$ cat src/rtl/eth_rx_frame_mgr_pkg.sv
// rtl/eth_rx_frame_mgr_pkg.sv - shared states, slot defaults and Ethernet field sizes
package eth_rx_pkg;

   localparam int NUM_SLOTS_DEF   = 4;
   localparam int SLOT_IDX_W_DEF  = 2;
   localparam int SLOT_ADDR_W_DEF = 11;
   localparam int LEN_W_DEF       = 16;

   localparam int MAC_BYTES       = 6;
   localparam int LEN_TYPE_BYTES  = 2;
   localparam int FCS_BYTES       = 4;
   localparam int IPG_BYTES       = 12;
   localparam int MIN_FRAME_BYTES = 2 * MAC_BYTES + LEN_TYPE_BYTES + 46 + FCS_BYTES;

   typedef enum logic [1:0] {
      S_IDLE    = 2'd0,
      S_WRITE   = 2'd1,
      S_DISCARD = 2'd2,
      S_COMMIT  = 2'd3
   } rx_state_e;

   function automatic logic [15:0] sat_inc16(input logic [15:0] v);
      return (v == 16'hFFFF) ? v : v + 16'd1;
   endfunction

endpackage

$ cat src/rtl/eth_rx_frame_mgr_if.sv
// rtl/eth_rx_frame_mgr_if.sv - RX byte path, buffer RAM write port, consumer handshake and stats
interface eth_rx_frame_mgr_if
   import eth_rx_pkg::*;
#(
   parameter int pSLOT_IDX_W  = SLOT_IDX_W_DEF,
   parameter int pSLOT_ADDR_W = SLOT_ADDR_W_DEF,
   parameter int pLEN_W       = LEN_W_DEF
);
   logic                                Rx_Frame_Start;
   logic                                Rx_Byte_Rdy;
   logic [7:0]                          Rx_Byte;
   logic                                Rx_Frame_End;
   logic                                Crc_Ok;
   logic                                Wr_En;
   logic [pSLOT_IDX_W+pSLOT_ADDR_W-1:0] Wr_Addr;
   logic [7:0]                          Wr_Data;
   logic                                Frm_Avail;
   logic [pSLOT_IDX_W-1:0]              Frm_Slot;
   logic [pLEN_W-1:0]                   Frm_Len;
   logic                                Frm_Ack;
   logic                                Drop;
   logic [15:0]                         Good_Cnt;
   logic [15:0]                         Crc_Drop_Cnt;
   logic [15:0]                         Full_Drop_Cnt;
   logic [15:0]                         Ovf_Drop_Cnt;

   modport master (
      input  Rx_Frame_Start, Rx_Byte_Rdy, Rx_Byte, Rx_Frame_End, Crc_Ok, Frm_Ack,
      output Wr_En, Wr_Addr, Wr_Data, Frm_Avail, Frm_Slot, Frm_Len, Drop,
             Good_Cnt, Crc_Drop_Cnt, Full_Drop_Cnt, Ovf_Drop_Cnt
   );

   modport slave (
      output Rx_Frame_Start, Rx_Byte_Rdy, Rx_Byte, Rx_Frame_End, Crc_Ok, Frm_Ack,
      input  Wr_En, Wr_Addr, Wr_Data, Frm_Avail, Frm_Slot, Frm_Len, Drop,
             Good_Cnt, Crc_Drop_Cnt, Full_Drop_Cnt, Ovf_Drop_Cnt
   );
endinterface

$ cat src/rtl/eth_rx_slot_fifo.sv
// rtl/eth_rx_slot_fifo.sv - slot ring: write/read pointers, occupancy, per-slot frame lengths
module eth_rx_slot_fifo
   import eth_rx_pkg::*;
#(
   parameter int pNUM_SLOTS  = NUM_SLOTS_DEF,
   parameter int pSLOT_IDX_W = SLOT_IDX_W_DEF,
   parameter int pLEN_W      = LEN_W_DEF
) (
   input  logic                   Clk,
   input  logic                   Rst_n,
   input  logic                   commit_i,
   input  logic [pLEN_W-1:0]      commit_len_i,
   input  logic                   ack_i,
   output logic [pSLOT_IDX_W-1:0] wr_slot_o,
   output logic                   slot_free_o,
   output logic                   avail_o,
   output logic [pSLOT_IDX_W-1:0] rd_slot_o,
   output logic [pLEN_W-1:0]      len_o
);
   logic [pSLOT_IDX_W-1:0] wr_ptr_q, rd_ptr_q;
   logic [pSLOT_IDX_W:0]   occ_q, occ_d;
   logic                   avail_q;
   logic [pLEN_W-1:0]      len_q [pNUM_SLOTS];
   logic                   ack_ok;

   assign ack_ok = ack_i & avail_q;

   always_comb begin
      occ_d = occ_q;
      case ({commit_i, ack_ok})
         2'b10:   occ_d = occ_q + (pSLOT_IDX_W+1)'(1);
         2'b01:   occ_d = occ_q - (pSLOT_IDX_W+1)'(1);
         default: occ_d = occ_q;
      endcase
   end

   // pointers are exactly log2(slots) wide, so increment wraps the ring
   always_ff @(posedge Clk or negedge Rst_n) begin
      if (!Rst_n) begin
         wr_ptr_q <= '0;
         rd_ptr_q <= '0;
         occ_q    <= '0;
         avail_q  <= 1'b0;
         for (int i = 0; i < pNUM_SLOTS; i++) len_q[i] <= '0;
      end else begin
         if (commit_i) begin
            len_q[wr_ptr_q] <= commit_len_i;
            wr_ptr_q        <= wr_ptr_q + pSLOT_IDX_W'(1);
         end
         if (ack_ok) rd_ptr_q <= rd_ptr_q + pSLOT_IDX_W'(1);
         occ_q   <= occ_d;
         avail_q <= (occ_d != '0);
      end
   end

   assign wr_slot_o   = wr_ptr_q;
   assign slot_free_o = (occ_q < (pSLOT_IDX_W+1)'(pNUM_SLOTS));
   assign avail_o     = avail_q;
   assign rd_slot_o   = rd_ptr_q;
   assign len_o       = len_q[rd_ptr_q];
endmodule

$ cat src/rtl/eth_rx_frame_mgr.sv
// rtl/eth_rx_frame_mgr.sv - RX frame slot manager; statistics counters under ETH_RX_FRAME_STATS_EN
module eth_rx_frame_mgr
   import eth_rx_pkg::*;
#(
   parameter int pNUM_SLOTS   = NUM_SLOTS_DEF,
   parameter int pSLOT_IDX_W  = SLOT_IDX_W_DEF,
   parameter int pSLOT_ADDR_W = SLOT_ADDR_W_DEF,
   parameter int pLEN_W       = LEN_W_DEF
) (
   input  logic               Clk,
   input  logic               Rst_n,
   eth_rx_frame_mgr_if.master bus
);
   localparam int CNT_W  = pSLOT_ADDR_W + 1;
   localparam int ADDR_W = pSLOT_IDX_W + pSLOT_ADDR_W;

   rx_state_e              state_q, state_d;
   logic [CNT_W-1:0]       count_q, count_d;
   logic                   wr_en_q, wr_en_d;
   logic [ADDR_W-1:0]      wr_addr_q, wr_addr_d;
   logic [7:0]             wr_data_q, wr_data_d;
   logic                   drop_q, drop_d;
   logic                   good_inc, crc_inc, full_inc, ovf_inc;
   logic                   commit;
   logic [pSLOT_IDX_W-1:0] wr_slot;
   logic                   slot_free;

   always_comb begin
      state_d   = state_q;
      count_d   = count_q;
      wr_en_d   = 1'b0;
      wr_addr_d = wr_addr_q;
      wr_data_d = wr_data_q;
      drop_d    = 1'b0;
      good_inc  = 1'b0;
      crc_inc   = 1'b0;
      full_inc  = 1'b0;
      ovf_inc   = 1'b0;
      commit    = 1'b0;
      case (state_q)
         S_IDLE, S_DISCARD: begin
            if (bus.Rx_Frame_Start) begin
               if (slot_free) begin
                  state_d = S_WRITE;
                  count_d = '0;
               end else begin
                  state_d  = S_DISCARD;
                  full_inc = 1'b1;
                  drop_d   = 1'b1;
               end
            end else if (state_q == S_DISCARD && bus.Rx_Frame_End) begin
               state_d = S_IDLE;
            end
         end
         S_WRITE: begin
            if (bus.Rx_Frame_Start) begin
               count_d = '0;
            end else begin
               if (bus.Rx_Byte_Rdy) begin
                  // count MSB set means the slot is already full
                  if (!count_q[CNT_W-1]) begin
                     wr_en_d   = 1'b1;
                     wr_addr_d = {wr_slot, count_q[pSLOT_ADDR_W-1:0]};
                     wr_data_d = bus.Rx_Byte;
                     count_d   = count_q + CNT_W'(1);
                  end else begin
                     state_d = S_DISCARD;
                     ovf_inc = 1'b1;
                     drop_d  = 1'b1;
                  end
               end
               if (bus.Rx_Frame_End) begin
                  if (ovf_inc) begin
                     state_d = S_IDLE;
                  end else if (bus.Crc_Ok) begin
                     state_d = S_COMMIT;
                  end else begin
                     state_d = S_IDLE;
                     crc_inc = 1'b1;
                     drop_d  = 1'b1;
                  end
               end
            end
         end
         S_COMMIT: begin
            commit   = 1'b1;
            good_inc = 1'b1;
            state_d  = S_IDLE;
         end
         default: state_d = S_IDLE;
      endcase
   end

   always_ff @(posedge Clk or negedge Rst_n) begin
      if (!Rst_n) begin
         state_q   <= S_IDLE;
         count_q   <= '0;
         wr_en_q   <= 1'b0;
         wr_addr_q <= '0;
         wr_data_q <= '0;
         drop_q    <= 1'b0;
      end else begin
         state_q   <= state_d;
         count_q   <= count_d;
         wr_en_q   <= wr_en_d;
         wr_addr_q <= wr_addr_d;
         wr_data_q <= wr_data_d;
         drop_q    <= drop_d;
      end
   end

   eth_rx_slot_fifo #(
      .pNUM_SLOTS  (pNUM_SLOTS),
      .pSLOT_IDX_W (pSLOT_IDX_W),
      .pLEN_W      (pLEN_W)
   ) u_slot_fifo (
      .Clk          (Clk),
      .Rst_n        (Rst_n),
      .commit_i     (commit),
      .commit_len_i (pLEN_W'(count_q)),
      .ack_i        (bus.Frm_Ack),
      .wr_slot_o    (wr_slot),
      .slot_free_o  (slot_free),
      .avail_o      (bus.Frm_Avail),
      .rd_slot_o    (bus.Frm_Slot),
      .len_o        (bus.Frm_Len)
   );

   assign bus.Wr_En   = wr_en_q;
   assign bus.Wr_Addr = wr_addr_q;
   assign bus.Wr_Data = wr_data_q;
   assign bus.Drop    = drop_q;

`ifdef ETH_RX_FRAME_STATS_EN
   logic [15:0] good_cnt_q, crc_cnt_q, full_cnt_q, ovf_cnt_q;

   always_ff @(posedge Clk or negedge Rst_n) begin
      if (!Rst_n) begin
         good_cnt_q <= '0;
         crc_cnt_q  <= '0;
         full_cnt_q <= '0;
         ovf_cnt_q  <= '0;
      end else begin
         if (good_inc) good_cnt_q <= sat_inc16(good_cnt_q);
         if (crc_inc)  crc_cnt_q  <= sat_inc16(crc_cnt_q);
         if (full_inc) full_cnt_q <= sat_inc16(full_cnt_q);
         if (ovf_inc)  ovf_cnt_q  <= sat_inc16(ovf_cnt_q);
      end
   end

   assign bus.Good_Cnt      = good_cnt_q;
   assign bus.Crc_Drop_Cnt  = crc_cnt_q;
   assign bus.Full_Drop_Cnt = full_cnt_q;
   assign bus.Ovf_Drop_Cnt  = ovf_cnt_q;
`else
   logic unused_stats;
   assign unused_stats      = ^{good_inc, crc_inc, full_inc, ovf_inc};
   assign bus.Good_Cnt      = 16'h0;
   assign bus.Crc_Drop_Cnt  = 16'h0;
   assign bus.Full_Drop_Cnt = 16'h0;
   assign bus.Ovf_Drop_Cnt  = 16'h0;
`endif
endmodule

$ cat src/flat_wrapper.sv
// flat-port wrapper written by rule: the top's interface ports become plain ports
module eth_rx_frame_mgr_flat import eth_rx_pkg::*;
#(
   parameter int pNUM_SLOTS   = NUM_SLOTS_DEF,
   parameter int pSLOT_IDX_W  = SLOT_IDX_W_DEF,
   parameter int pSLOT_ADDR_W = SLOT_ADDR_W_DEF,
   parameter int pLEN_W       = LEN_W_DEF
)
  (Clk, Rst_n, bus_Rx_Frame_Start, bus_Rx_Byte_Rdy, bus_Rx_Byte, bus_Rx_Frame_End, bus_Crc_Ok, bus_Frm_Ack, bus_Wr_En, bus_Wr_Addr, bus_Wr_Data, bus_Frm_Avail, bus_Frm_Slot, bus_Frm_Len, bus_Drop, bus_Good_Cnt, bus_Crc_Drop_Cnt, bus_Full_Drop_Cnt, bus_Ovf_Drop_Cnt);
  eth_rx_frame_mgr_if #(.pSLOT_IDX_W(pSLOT_IDX_W), .pSLOT_ADDR_W(pSLOT_ADDR_W), .pLEN_W(pLEN_W)) bus_i ();
  input  logic Clk;
  input  logic Rst_n;
  input wire logic [$bits(bus_i.Rx_Frame_Start)-1:0] bus_Rx_Frame_Start;
  input wire logic [$bits(bus_i.Rx_Byte_Rdy)-1:0] bus_Rx_Byte_Rdy;
  input wire logic [$bits(bus_i.Rx_Byte)-1:0] bus_Rx_Byte;
  input wire logic [$bits(bus_i.Rx_Frame_End)-1:0] bus_Rx_Frame_End;
  input wire logic [$bits(bus_i.Crc_Ok)-1:0] bus_Crc_Ok;
  input wire logic [$bits(bus_i.Frm_Ack)-1:0] bus_Frm_Ack;
  output wire logic [$bits(bus_i.Wr_En)-1:0] bus_Wr_En;
  output wire logic [$bits(bus_i.Wr_Addr)-1:0] bus_Wr_Addr;
  output wire logic [$bits(bus_i.Wr_Data)-1:0] bus_Wr_Data;
  output wire logic [$bits(bus_i.Frm_Avail)-1:0] bus_Frm_Avail;
  output wire logic [$bits(bus_i.Frm_Slot)-1:0] bus_Frm_Slot;
  output wire logic [$bits(bus_i.Frm_Len)-1:0] bus_Frm_Len;
  output wire logic [$bits(bus_i.Drop)-1:0] bus_Drop;
  output wire logic [$bits(bus_i.Good_Cnt)-1:0] bus_Good_Cnt;
  output wire logic [$bits(bus_i.Crc_Drop_Cnt)-1:0] bus_Crc_Drop_Cnt;
  output wire logic [$bits(bus_i.Full_Drop_Cnt)-1:0] bus_Full_Drop_Cnt;
  output wire logic [$bits(bus_i.Ovf_Drop_Cnt)-1:0] bus_Ovf_Drop_Cnt;
  assign bus_i.Rx_Frame_Start = bus_Rx_Frame_Start;
  assign bus_i.Rx_Byte_Rdy = bus_Rx_Byte_Rdy;
  assign bus_i.Rx_Byte = bus_Rx_Byte;
  assign bus_i.Rx_Frame_End = bus_Rx_Frame_End;
  assign bus_i.Crc_Ok = bus_Crc_Ok;
  assign bus_i.Frm_Ack = bus_Frm_Ack;
  assign bus_Wr_En = bus_i.Wr_En;
  assign bus_Wr_Addr = bus_i.Wr_Addr;
  assign bus_Wr_Data = bus_i.Wr_Data;
  assign bus_Frm_Avail = bus_i.Frm_Avail;
  assign bus_Frm_Slot = bus_i.Frm_Slot;
  assign bus_Frm_Len = bus_i.Frm_Len;
  assign bus_Drop = bus_i.Drop;
  assign bus_Good_Cnt = bus_i.Good_Cnt;
  assign bus_Crc_Drop_Cnt = bus_i.Crc_Drop_Cnt;
  assign bus_Full_Drop_Cnt = bus_i.Full_Drop_Cnt;
  assign bus_Ovf_Drop_Cnt = bus_i.Ovf_Drop_Cnt;
  eth_rx_frame_mgr #(.pNUM_SLOTS(pNUM_SLOTS), .pSLOT_IDX_W(pSLOT_IDX_W), .pSLOT_ADDR_W(pSLOT_ADDR_W), .pLEN_W(pLEN_W)) u_core (.Clk(Clk), .Rst_n(Rst_n), .bus(bus_i));
endmodule
$ cat config.mk
export PLATFORM = sky130hd
export DESIGN_NAME = eth_rx_frame_mgr_flat
export DESIGN_NICKNAME = d
export VERILOG_FILES = /design/src/rtl/eth_rx_frame_mgr_pkg.sv /design/src/rtl/eth_rx_frame_mgr_if.sv /design/src/rtl/eth_rx_slot_fifo.sv /design/src/rtl/eth_rx_frame_mgr.sv /design/src/flat_wrapper.sv
export SDC_FILE = /design/constraint.sdc
export NUM_CORES = 1
export LEC_CHECK = 0
export ABC_AREA = 1
export CORE_ASPECT_RATIO = 0.9
export CORE_MARGIN = 3
export CORE_UTILIZATION = 30
export CTS_BUF_LIST = sky130_fd_sc_hd__clkbuf_4 sky130_fd_sc_hd__clkbuf_8
export CTS_CLUSTER_DIAMETER = 120
export DETAILED_ROUTE_END_ITERATION = 12
export GPL_ROUTABILITY_DRIVEN = 0
export RECOVER_POWER = 25
export SYNTH_ARGS = -nofsm -noshare
export SYNTH_HDL_FRONTEND = slang
export SYNTH_SLANG_ARGS = --single-unit
$ cat constraint.sdc
create_clock -name Clk -period 1.8 [get_ports Clk]
set_input_delay 0.27 -clock Clk [delete_from_list [all_inputs] [get_ports Clk]]
set_output_delay 0.27 -clock Clk [all_outputs]
set_load 0.03 [all_outputs]
== Yosys cells after proc, flatten, opt, wreduce, memory -nomap -nowiden ==
Cells that the tools add are included.

* Register bits after elaboration: 109
* Bits of input ports: 15
* Output and inout port bits: 106
* Logic and storage cells: 91

* Add/sub/neg operators: 5
* Magnitude comparators: 4
* Eq/ne operators: 13
* Multiplexer cells: 39
* Bitwise gates (word level): 5
* Reductions and logical operators: 10

{| class="wikitable"
|+ Operator list
! operator !! number
|-
| $bwmux W64 || 1
|-
| $mux W12 || 5
|-
| $mux W16 || 3
|-
| $bmux W16 S2 || 1
|-
| $demux W16 S2 || 1
|-
| $pmux W12 S2 || 1
|-
| $mux W2 || 9
|-
| $mux W1 || 15
|-
| $add A12 B1 Y12 const B || 1
|-
| $reduce_and A4 Y1 || 3
|-
| $ne A3 B3 Y1 const B || 3
|-
| $eq A2 B2 Y1 const B || 3
|-
| $ge A3 B3 Y1 const B || 2
|-
| $ne A3 B2 Y1 const B || 2
|-
| $not A2 Y3 || 2
|-
| $pmux W2 S3 || 1
|-
| $pmux W3 S2 || 1
|-
| $reduce_and A5 Y1 || 1
|-
| $add A2 B1 Y2 const B || 2
|-
| $eq A2 B1 Y1 const B || 2
|-
| $ne A2 B2 Y1 const B || 2
|-
| $add A3 B1 Y3 const B || 1
|-
| $lt A3 B1 Y1 const B || 1
|-
| $lt A3 B3 Y1 const B || 1
|-
| other kinds (10) || 12
|}

== Longest topological paths before layout ==
Gate-level depths: netlist of run 1.

* Word-level depth: 8
* Gate-level depth with buffers: 10
* Mapped depth without buffers: 10

== Modules after synthesis ==
A second synthesis of run 1 with hierarchy kept.

* Cells, all modules: 651
* Area, all modules: 5462.7 um2

{| class="wikitable"
|+ Modules (own cells, without submodules)
! module !! times used !! cells an instance !! area each (um2) !! sequential area each (um2)
|-
| eth_rx_slot_fifo || 1 || 360 || 3156.8 || 1801.7
|-
| eth_rx_frame_mgr || 1 || 291 || 2306.0 || 925.9
|}

== Worst setup path after synthesis of run 1 ==
No wires, ideal clock.

* Kind: register -> register
* From: reg u_core.u_slot_fifo.avail_q, in the netlist u_core.u_slot_fifo.avail_o
* To: reg u_core.u_slot_fifo.avail_q, in the netlist u_core.u_slot_fifo.avail_o
* Library setup time: 117 ps
* Arrival time: 1691 ps
* Data required time: 1683 ps
* Setup slack: -8 ps
* Stages on the path, launching flop included: 11
* Buffers on the path: 0
* Clock period less this slack: 1808 ps
* Cell sequence: dfrtp_1 -> nand2_1 -> inv_1 -> ha_1 -> inv_1 -> fa_1 -> a21oi_1 -> o21ai_0 -> xor2_1 -> inv_1 -> nand2_1

* Word-level cells in the longest chain between the ends: 4
* Elaborated cells on any way between the ends: 5
* Those cells by class: 2 x eq/ne; 1 x mux; 1 x bitwise; 1 x reduce/logical

{| class="wikitable"
|+ RTL lines
! element !! RTL line !! RTL
|-
| start, declared || eth_rx_slot_fifo.sv:22 || <nowiki>logic avail_q;</nowiki>
|-
| start signal, assigned || eth_rx_slot_fifo.sv:52 || <nowiki>avail_q <= (occ_d != '0);</nowiki>
|-
| $and A1 B1 Y1 (*) || eth_rx_slot_fifo.sv:26 || <nowiki>assign ack_ok = ack_i & avail_q;</nowiki>
|-
| $eq A2 B1 Y1 or $eq A2 B2 Y1 (tied branches) || eth_rx_slot_fifo.sv:30 || <nowiki>case ({commit_i, ack_ok})</nowiki>
|-
| $pmux W3 S2 (*) || eth_rx_slot_fifo.sv:30 ||
|-
| net u_core.u_slot_fifo.occ_d[2] || eth_rx_slot_fifo.sv:21 || <nowiki>logic [pSLOT_IDX_W:0] occ_q, occ_d;</nowiki>
|-
| $reduce_bool A3 Y1 (*) || eth_rx_slot_fifo.sv:52 ||
|}

Mark *: on every way through the listed nets, which the timed path passes. The rest lies on a longest branch.
A chain may end at the register's enable or synchronous reset.

== Final worst setup path of run 1 ==
* From: reg u_core.u_slot_fifo.rd_ptr_q[0], in the netlist u_core.u_slot_fifo.rd_slot_o[0]
* To: out bus_Frm_Len[0]

* Word-level cells in the longest chain between the ends: 4

{| class="wikitable"
|+ RTL lines
! element !! RTL line !! RTL
|-
| start, declared || eth_rx_slot_fifo.sv:20 || <nowiki>logic [pSLOT_IDX_W-1:0] wr_ptr_q, rd_ptr_q;</nowiki>
|-
| start signal, assigned || eth_rx_slot_fifo.sv:50 || <nowiki>if (ack_ok) rd_ptr_q <= rd_ptr_q + pSLOT_IDX_W'(1);</nowiki>
|-
| $not A2 Y3 (not written as such) || eth_rx_slot_fifo.sv:60 || <nowiki>assign len_o = len_q[rd_ptr_q];</nowiki>
|-
| $bmux W16 S2 || eth_rx_slot_fifo.sv:60 ||
|-
| $mux W16 (not written as such) (2 in a row) || eth_rx_slot_fifo.sv:60 ||
|-
| end, declared || flat_wrapper.sv:24 || <nowiki>output wire logic [$bits(bus_i.Frm_Len)-1:0] bus_Frm_Len;</nowiki>
|}

Every way passes these cells. The select of a mux whose other input is x is not followed.

==> flow_summary_export.csv, run 1 <==
group,metric,value,unit
sta,timing.final.crit_share,99.5,%
cells_and_area,num_antenna_cells,0,
routing,routed_wl,10500,um
routing,wl_per_cell,12.9,um
sta,setup_slack,0.00860,ns
cells_and_area,area_growth,22.1,%
synthesis,syn_area,4610,sq um
synthesis,synth_common_cells,"118 x nand2_1, 93 x dfrtp_1, 88 x o21ai_0, 69 x buf_4, 50 x nor2_1",
sta,rsz0062_at_grt,"yes",
sta,setup_violations,0,
clock_tree,clk_pin_slew,0.09,ns
routing,drt-vias-per-instance,4.32,
cells_and_area,nets,629,
synthesis,ys_seq_area_share,50.5,%
placed_design,io_buffer_count,52,
floorplanning,die_h,124,um
sta,hold_viol,0,
global_routing,overflow,0,
global_routing,grt_max_degree,42,
synthesis,yosys.area.top_type,"dfrtp_1",
routing,vias,3496,
clock_tree,clk_path_buf_depth,2,
clock_tree,cts_tree,"built",
clock_tree,cts.sinks,93,
floorplanning,rows,42,
routing,ant_nets,0,
sta,worst_pin_slew,1.10,ns
synthesis,yosysWarnings,0,
placed_design,dpl.hpwl,7360,um
power,p_leak,2.64,nW
clock_tree,cts-buffers-inserted,9,
critical_path,cp_common_cell,"buf_12",
floorplanning,die_w,137,um
cells_and_area,drive_gt1_share,14.1,%
power,ir_drop,640,uV
clock_tree,clock_tree.root_cell,"clkbuf_8",
placed_design,dp_slack,-0.276,ns
synthesis,ys.flop_type,"dfrtp_1",
sta,finalMaxSlewViolations,0,
synthesis,yosysMostFrequentCell,"nand2_1",
clock_tree,clock_latency,0.36,ns
floorplanning,initial_core_util,31.0,%
synthesis,ys_async_sr_fraction,100,%
floorplanning,die_area,16900,sq um
routing,dr.first_iter.drc_count,223,
routing,dr.pass1.iters,7,
sta,skew,0.0101,ns
critical_path,slowest_stage,"dfrtp_2",
synthesis,synth_cell_types,29,
critical_path,crit_required,1.53,ns
power,p_per_area,1500,nW/um^2
critical_path,cpPeakStageDelay,0.45,ns
sta,slew_headroom,26.4,%
routing,drc,0,
critical_path,worstSetupPathType,"reg2out",
sta,period_needed,1.79,ns
synthesis,synth.avg_cell_area,8.57,sq um
global_routing,antenna_found_initial,0,
global_routing,grt_pass1_wl,16900,um
synthesis,synthesis.instances,538,
synthesis,synth.area.top_cells,"dfrtp_1 50%, buf_4 11%, nand2_1 9.6%",
min_path,hp-class,"in2reg",
synthesis,yosysTopAreaCellShare,50.5,%
critical_path,start_kind,"flip-flop",
global_routing,grt_usage,12.6,%
global_routing,grt_pass1_vias,3356,
run_status,status,"finished clean",
critical_path,cp-end-kind,"output port",
power,p_total,8.46,mW
sta,hold_ws,0.425,ns
sta,max_freq,558,MHz
floorplanning,core_area,14900,sq um
synthesis,synth_edf_count,0,
critical_path,path_max_fanout,8,
critical_path,worst_ep_arrival_time,1.52,ns
floorplanning,ioPinCount,121,
clock_tree,cts.htree.levels,3,
synthesis,ys_ff_latch,93,
critical_path,worstPathCellList,"inv_4, buf_12, nor2_1, o22ai_1, buf_4, buf_12",
run,drv_cap,0,
power by group:
part | switching (mW) | leakage, nW | total, mW | internal (mW)
Clock | 0.751 | 0.112 | 1.57 | 0.818
Combinational | 2.55 | 1.27 | 4.25 | 1.70
Sequential | 0.224 | 1.25 | 2.64 | 2.42
layer usage:
metal	vias up	global-route usage (%)	routed length, um
met5	-	0	0
met4	0	4.28	134
met3	10	1.62	493
met2	95	20.7	5000
met1	1657	17.2	4840
li1	1734	-	-
area by class of cell:
cell class              count  area, sq um
clock inverters             6         86.3
well taps                 198          248
clock buffers              10          138
repair buffers             77          811
inverters                  38          148
flip-flops and latches     93         2330
multi-input cells         388         1870
fillers                  1507         9240
flip-flops by register name, indices dropped and copies added (netlist names):
signal                        cells
u_core.u_slot_fifo.occ_q          3
u_core.bus.Drop                   1
u_core.u_slot_fifo.len_q         48
u_core.u_slot_fifo.wr_slot_o      2
u_core.u_slot_fifo.avail_o        1
u_core.bus.Wr_Addr               13
u_core.state_q                    2
u_core.bus.Wr_Data                8
u_core.bus.Wr_En                  1
u_core.count_q                   12
u_core.u_slot_fifo.rd_slot_o      2
metrics by stage:
stage	instance area [sq um]	util, %	cells	setup TNS (ns)
after floorplan	4910	-	605	0
after global placement	5260	35.4	785	-0.396
after detailed placement	5260	35.4	785	-0.480
after CTS	5540	37.3	805	-0.0488
after global routing	5630	37.9	810	-0.0805
final	5630	37.9	810	0
final timing paths:
check	startpoint	end	slack (ns)	depth (start not counted)
setup / recovery	u_core.u_slot_fifo.rd_slot_o[0]$_DFFE_PN0N_	bus_Frm_Len[0]	0.009	6
hold / removal	bus_Rx_Byte[6]	u_core.bus.Wr_Data[6]$_DFFE_PN0P_	0.42	3
setup reg to reg	u_core.state_q[0]$_DFFE_PN0P_	u_core.u_slot_fifo.avail_o$_DFF_PN0_	0.11	9
hold reg to reg	u_core.bus.Wr_Data[0]$_DFFE_PN0P_	u_core.bus.Wr_Data[0]$_DFFE_PN0P_	0.49	2
max in group asynchronous	Rst_n	u_core.u_slot_fifo.avail_o$_DFF_PN0_	0.40	2
min in group asynchronous	Rst_n	u_core.bus.Wr_Data[7]$_DFFE_PN0P_	0.64	2
placed cells by master, fill, tap and decap left out, types with 2 or more instances in the layout:
master           count
a21oi_1              3
buf_12               9
buf_4               24
buf_6                2
bufinv_16            2
clkbuf_8            10
clkdlybuf4s50_1     38
clkinv_2             2
conb_1              68
dfrtp_1             90
dfrtp_2              3
ha_1                 6
inv_1               32
inv_2                4
inv_4                2
nand2_1            119
nand2_2              8
nand3_1              9
nand3b_1             2
nor2_1              50
nor3_1               4
o21ai_0             68
o21ai_1             25
o22ai_2             11
xnor2_1              2
xor2_1               3
logic make-up after synthesis:
kind of cell | Yosys count | share of synthesized area (%)
buf+inv | 124 | 16.0
other cells | 1 | 0.0813
simple gates | 195 | 17.6
xor+xnor | 5 | 0.950
compound gates | 113 | 12.8
fa+ha+maj | 7 | 2.06
flops | 93 | 50.5
critical path, delay by kind of cell, from the launching register on:
kind / cells / cell delay, ns
AOI/OAI and AO/OA: 1 / 0.17
buffers and inverters: 4 / 0.50
DFF: 1 / 0.45
and+or+nand+nor: 1 / 0.04
repair_timing:
item,4_1_cts,5_1_grt
hold buffers,1,0
setup buffers,2,4
hold endpoints to repair,39,0
cloned,1,1
gates resized for setup,10,29
setup endpoints to repair,11,13
pin swaps,2,4
Power figures use the tool's default switching activity.
==> run 2, diff against run 1 <==
- TNS_END_PERCENT: unset -> 100
==> results of run 2 <==
No change in the layout: final DEF, timing and power equal those of run 1.
